--- src/rtl/idct_pkg.sv ---
// rtl/idct_pkg.sv - shared defaults and encodings for the IDCT transpose buffer
//
// Purpose: parameter defaults, reader state enum and block-size encoding
//          shared by idct_tbuf_pingpong and idct_dp_ram.
// Ports:   none (package).
package idct_pkg;

  localparam int IDCT_DW   = 16;
  localparam int IDCT_MAXN = 8;

  typedef enum logic [0:0] {
    RD_IDLE  = 1'b0,
    RD_DRAIN = 1'b1
  } rd_state_t;

  // Per-block size encoding, as carried on size_sel and stored per bank.
  localparam logic SIZE_FULL = 1'b1;  // MAXN x MAXN
  localparam logic SIZE_HALF = 1'b0;  // (MAXN/2) x (MAXN/2)

endpackage

--- src/rtl/idct_dp_ram.sv ---
// rtl/idct_dp_ram.sv - simple dual-port RAM, one write port, one registered read port
//
// Purpose: sample storage for both ping-pong banks. No reset on contents or
//          read data.
// Ports:   clk          - clock, rising edge
//          we/waddr/wdata - write port
//          re/raddr     - read request; rdata updates on the edge where re=1
//          rdata        - registered read data, holds while re=0
module idct_dp_ram
  import idct_pkg::*;
#(
  parameter int DW    = IDCT_DW,
  parameter int AW    = 7,
  parameter int DEPTH = 2 * IDCT_MAXN * IDCT_MAXN
) (
  input  logic          clk,
  input  logic          we,
  input  logic [AW-1:0] waddr,
  input  logic [DW-1:0] wdata,
  input  logic          re,
  input  logic [AW-1:0] raddr,
  output logic [DW-1:0] rdata
);

  logic [DW-1:0] mem [DEPTH];

  always_ff @(posedge clk) begin
    if (we) begin
      mem[waddr] <= wdata;
    end
    if (re) begin
      rdata <= mem[raddr];
    end
  end

endmodule

--- src/rtl/idct_tbuf_pingpong.sv ---
// rtl/idct_tbuf_pingpong.sv - ping-pong transpose buffer between IDCT row and column passes
//
// Purpose: two banks of MAXN x MAXN samples. The writer fills one bank in
//          row-major order while the reader drains the other column-major.
//          Block size (MAXN or MAXN/2) is latched per bank on its first write.
// Ports:   clk, rst_n               - clock, async active-low reset
//          size_sel                 - 1 = full block, 0 = half block (first write only)
//          in_valid/in_ready/in_data   - row-major input handshake
//          out_valid/out_ready/out_data/out_last - transposed output handshake
//          bank_full                - per-bank full flags
module idct_tbuf_pingpong
  import idct_pkg::*;
#(
  parameter int DW   = IDCT_DW,
  parameter int MAXN = IDCT_MAXN,
  parameter int LGN  = $clog2(MAXN)
) (
  input  logic          clk,
  input  logic          rst_n,
  input  logic          size_sel,
  input  logic          in_valid,
  output logic          in_ready,
  input  logic [DW-1:0] in_data,
  output logic          out_valid,
  input  logic          out_ready,
  output logic [DW-1:0] out_data,
  output logic          out_last,
  output logic [1:0]    bank_full
);

  localparam int AW = 2 * LGN + 1;
  localparam logic [LGN-1:0] IDX_FULL = LGN'(MAXN - 1);
  localparam logic [LGN-1:0] IDX_HALF = LGN'(MAXN / 2 - 1);

  logic [1:0]     full;
  logic [1:0]     full_nxt;
  logic [1:0]     bsize;
  logic           wr_bank;
  logic           rd_bank;
  logic [LGN-1:0] wr_row;
  logic [LGN-1:0] wr_col;
  logic [LGN-1:0] rd_row;
  logic [LGN-1:0] rd_col;
  rd_state_t      rd_state;
  logic [DW-1:0]  ram_q;

  logic           wr_en;
  logic           wr_first;
  logic           wr_size;
  logic           wr_last;
  logic [LGN-1:0] wr_max;
  logic           rd_issue;
  logic           rd_last;
  logic [LGN-1:0] rd_max;

  assign in_ready  = !full[wr_bank];
  assign bank_full = full;

  always_comb begin
    wr_en    = in_valid && in_ready;
    wr_first = (wr_row == '0) && (wr_col == '0);
    // The very first write of a block must already honour the new size_sel,
    // since bsize for this bank is only updated at the end of the cycle.
    wr_size  = wr_first ? size_sel : bsize[wr_bank];
    wr_max   = (wr_size == SIZE_FULL) ? IDX_FULL : IDX_HALF;
    wr_last  = (wr_row == wr_max) && (wr_col == wr_max);
  end

  always_comb begin
    rd_max   = (bsize[rd_bank] == SIZE_FULL) ? IDX_FULL : IDX_HALF;
    rd_last  = (rd_row == rd_max) && (rd_col == rd_max);
    // Reading starts in the same cycle IDLE observes a full bank, so the
    // first sample is presented one edge after the bank fills.
    rd_issue = ((rd_state == RD_DRAIN) || full[rd_bank]) && (!out_valid || out_ready);
  end

  // Set and clear always address different banks: the writer only targets a
  // non-full bank and the reader only a full one.
  always_comb begin
    full_nxt = full;
    if (wr_en && wr_last) begin
      full_nxt[wr_bank] = 1'b1;
    end
    if (rd_issue && rd_last) begin
      full_nxt[rd_bank] = 1'b0;
    end
  end

  always_ff @(posedge clk or negedge rst_n) begin
    if (!rst_n) begin
      full     <= 2'b00;
      bsize    <= {SIZE_HALF, SIZE_HALF};
      wr_bank  <= 1'b0;
      wr_row   <= '0;
      wr_col   <= '0;
    end else begin
      full <= full_nxt;
      if (wr_en) begin
        if (wr_first) begin
          bsize[wr_bank] <= size_sel;
        end
        if (wr_last) begin
          wr_bank <= ~wr_bank;
          wr_row  <= '0;
          wr_col  <= '0;
        end else if (wr_col == wr_max) begin
          wr_col <= '0;
          wr_row <= wr_row + 1'b1;
        end else begin
          wr_col <= wr_col + 1'b1;
        end
      end
    end
  end

  always_ff @(posedge clk or negedge rst_n) begin
    if (!rst_n) begin
      rd_state <= RD_IDLE;
      rd_bank  <= 1'b0;
      rd_row   <= '0;
      rd_col   <= '0;
    end else begin
      if ((rd_state == RD_IDLE) && full[rd_bank]) begin
        rd_state <= RD_DRAIN;
      end
      if (rd_issue) begin
        if (rd_last) begin
          rd_bank  <= ~rd_bank;
          rd_row   <= '0;
          rd_col   <= '0;
          rd_state <= RD_IDLE;
        end else if (rd_row == rd_max) begin
          rd_row <= '0;
          rd_col <= rd_col + 1'b1;
        end else begin
          rd_row <= rd_row + 1'b1;
        end
      end
    end
  end

  // The RAM's registered read port is the output data register; valid and
  // last are loaded on the same edge as the read.
  always_ff @(posedge clk or negedge rst_n) begin
    if (!rst_n) begin
      out_valid <= 1'b0;
      out_last  <= 1'b0;
    end else if (rd_issue) begin
      out_valid <= 1'b1;
      out_last  <= rd_last;
    end else if (out_ready) begin
      out_valid <= 1'b0;
      out_last  <= 1'b0;
    end
  end

  // RAM read data is not reset; present zero until a sample is valid.
  assign out_data = out_valid ? ram_q : '0;

  idct_dp_ram #(
    .DW   (DW),
    .AW   (AW),
    .DEPTH(2 * MAXN * MAXN)
  ) u_ram (
    .clk  (clk),
    .we   (wr_en),
    .waddr({wr_bank, wr_row, wr_col}),
    .wdata(in_data),
    .re   (rd_issue),
    .raddr({rd_bank, rd_row, rd_col}),
    .rdata(ram_q)
  );

endmodule

--- config.mk ---
export PLATFORM = sky130hd
export DESIGN_NAME = idct_tbuf_pingpong
export DESIGN_NICKNAME = d
export VERILOG_FILES = /design/src/rtl/idct_pkg.sv /design/src/rtl/idct_dp_ram.sv /design/src/rtl/idct_tbuf_pingpong.sv
export SDC_FILE = /design/constraint.sdc
export NUM_CORES = 2
export LEC_CHECK = 0
export CORE_MARGIN = 10
export CORE_UTILIZATION = 40
export CTS_CLUSTER_SIZE = 20
export DETAILED_ROUTE_END_ITERATION = 10
export GPL_TIMING_DRIVEN = 0
export HOLD_SLACK_MARGIN = 0.03
export PLACE_DENSITY_LB_ADDON = 0.25
export SLEW_MARGIN = 20
export SYNTH_ARGS = -nofsm -noshare
export SYNTH_HDL_FRONTEND = slang
export SYNTH_SLANG_ARGS = --single-unit
--- constraint.sdc ---
create_clock -name clk -period 7.8 [get_ports clk]
set_input_delay 1.17 -clock clk [delete_from_list [all_inputs] [get_ports clk]]
set_output_delay 1.17 -clock clk [all_outputs]
set_load 0.03 [all_outputs]
==> run_results.csv <==
group,metric,value,unit
synthesis,synthFlopType,"edfxtp_1",
timing,finClkSkew,34.8,ps
critical_path,cp.required,8370,ps
synthesis,synth.area.top_cells,"edfxtp_1 (78%), mux4_2 (19%), nor2_1 (0.66%)",
clocking,path_clk_slew,60,ps
timing,max_freq,195,MHz
finish,fin_util,46.8,%
floorplanning,die_w,467,microns
pwr,power.density,358,mW/mm^2
critical_path,cp-start-kind,"flop",
clocking,cts_sinks,2085,
critical_path,critPathArrivalTime,5690,ps
grt,grt_pass1_wl,294,mm
critical_path,end_kind,"flop",
routing,antenna_left,0,
job,cap_violations,0,
routing,via_count,36536,
grt,grt_overflow,0,
clocking,cts_hold_buf,0,
critical_path,crit_fanout,10,
routing,drtIter0Drc,4383,
timing,tns,0,ps
synthesis,ys_async_sr_fraction,1.01,%
pwr,peakVddDrop,0.000199,V
grt,track_usage,19.1,%
synthesis,postSynthCellCount,3198,
critical_path,crit_type,"flop to flop",
clocking,cts_tree,"yes",
synthesis,synth.top_cell.area_share,77.6,%
critical_path,cp_cell_sequence,"clkbuf_1 > clkbuf_1 > clkbuf_1 > mux4_2 > mux4_2 > mux4_2 > mux2_2",
grt,grt_pass1_vias,37065,
grt,antenna_found_initial,16,
place,place_inst,5994,
floorplanning,dieArea,0.218,sq mm
finish,instances_no_fill,6399,
synthesis,synth_edf_count,2064,
timing,finalMaxSlewViolations,0,
critical_path,r2r_setup_slack,2680,ps
status,outcome,"completed",
timing,min_period,5120,ps
critical_path,crit_slowest_cell,"clkbuf_1",
floorplanning,core,0.198,sq mm
synthesis,ys_seq_area_share,78.3,%
synthesis,synth_area,0.0798,sq mm
routing,viasPerCell,5.71,
synthesis,yosys_warnings,0,
clocking,htreeDepth,4,
clocking,cts_buffers,213,
floorplanning,io_pins,42,
clocking,clk_latency,850,ps
clocking,clock_path_buffers,3,
routing,drc,0,
finish,nets,3598,
floorplanning,rows,163,
timing,slew_headroom,19.8,%
hold_path,hold_path_class,"input port to asynchronous set/reset pin",
grt,grt_max_degree,97,
place,dp_hpwl,144,mm
critical_path,critPathMaxStageDelay,950,ps
routing,post_drt_wl_per_cell,32.7,microns
timing,hold_viol,0,
synthesis,syn_nets,3227,
finish,layout_common_cells,"edfxtp_1 (2,064), mux4_2 (672), clkbuf_16 (216)",
floorplanning,die_h,467,microns
timing,rsz0062_at_grt,"no",
place,routabilityCongestion,0.881,
floorplanning,initial_core_util,40.4,%
timing,min_period_over_period,65.7,%
synthesis,synth_largest_area_cell,"edfxtp_1",
pwr,p_leak,28.0,nW
place,io_buffers,41,
finish,drive_above_1_share,35.1,%
routing,wl,209,mm
finish,area_delta_synth_final,15.9,%
synthesis,avgSynthCellArea,25.0,sq um
routing,first_pass_iters,5,
clocking,cts_root_buf,"clkbuf_16",
timing,setup_viol,0,
synthesis,ys_types,34,
timing,worst_slew_pin_slew,1200,ps
clocking,post_cts_buffers,0,
synthesis,ys_seq_elements,2085,
clocking,ctsResizeCount,0,
finish,final_common_cell,"edfxtp_1",
-- path summary, 6_finish.rpt --
check,cells after the start,endpoint,startpoint
min,1,out_valid,rst_n
min in group clk,1,bsize[1],bsize[1]
max in group asynchronous,1,wr_bank,rst_n
min reg2reg,1,bsize[1],bsize[1]
max reg2reg,7,u_ram.rdata[7],rd_col[2]
max,7,u_ram.rdata[7],rd_col[2]
-- worst max-delay path: cells and delay by family (launching register included) --
kind / cells / cell delay, ps
flops: 1 / 340
buf+inv: 3 / 2390
mux: 4 / 2060
-- per-layer routing --
layer	track usage (%)	wire, microns	up-vias	share of wire (%)
met5	0	0	-	0
met1	26.8	86500	20094	41
li1	-	-	14659	-
met2	29.9	99200	1481	47
met3	3.93	16100	302	7.7
met4	6.27	7170	0	3.4
-- synth_stat cells, types with 8 or more instances --
library cell / number
edfxtp_1: 2064
mux4_2: 672
nor2_1: 141
clkbuf_1: 91
buf_2: 50
mux2_2: 25
buf_1: 24
dfrtp_1: 21
nand2_1: 20
and2_1: 19
nand3_1: 11
o21ai_0: 10
ha_1: 8
-- cells by family (layout without fill, tap and decap cells) --
kind of cell             count (synthesis)  after routing  synth area share [%]
other                                    0              6                     0
AND/OR/NAND/NOR                        208            208                  1.11
XOR/XNOR                                 5              5                0.0549
adder cells (fa/ha/maj)                  8              8                 0.125
AO/OA/AOI/OAI                           17             17                 0.125
flip-flops                            2085           2085                  78.3
multiplexers                           701            701                  19.4
buffers and inverters                  174            729                 0.915
-- cell type report --
type / count / area (sq um)
diodes: 6 / 15.0
plain buffers: 167 / 734
clock buffers: 277 / 5630
clock inverters: 122 / 1090
fillers: 16198 / 105000
inverters: 7 / 26.3
multi-input cells: 939 / 17100
flip-flops and latches: 2085 / 62500
well taps: 2640 / 3300
repair buffers: 156 / 2140
-- where the power goes --
group / switching [mW] / internal [mW]
Clock: 4.29 / 5.59
Combinational: 6.21 / 4.33
Sequential: 0.0950 / 12.7
-- registers in the layout, indices dropped and copies added, names as in the netlist --
name	count
out_last	1
u_ram.mem	2048
bsize	2
rd_bank	1
rd_state	1
wr_bank	1
u_ram.rdata	16
wr_col	3
rd_row	3
out_valid	1
rd_col	3
bank_full	2
wr_row	3
-- stage by stage --
step	hold WS [ps]	setup WS [ps]	instance area (sq um)	power, mW
detailed placement	529	2550	85800	23.6
finish	295	2680	92500	33.2
CTS	542	2680	92500	33.4
floorplan	471	4500	79800	19.0
global placement	504	1010	83500	23.5
global route	294	2620	92500	34.1
Power figures use the tool's default switching activity.
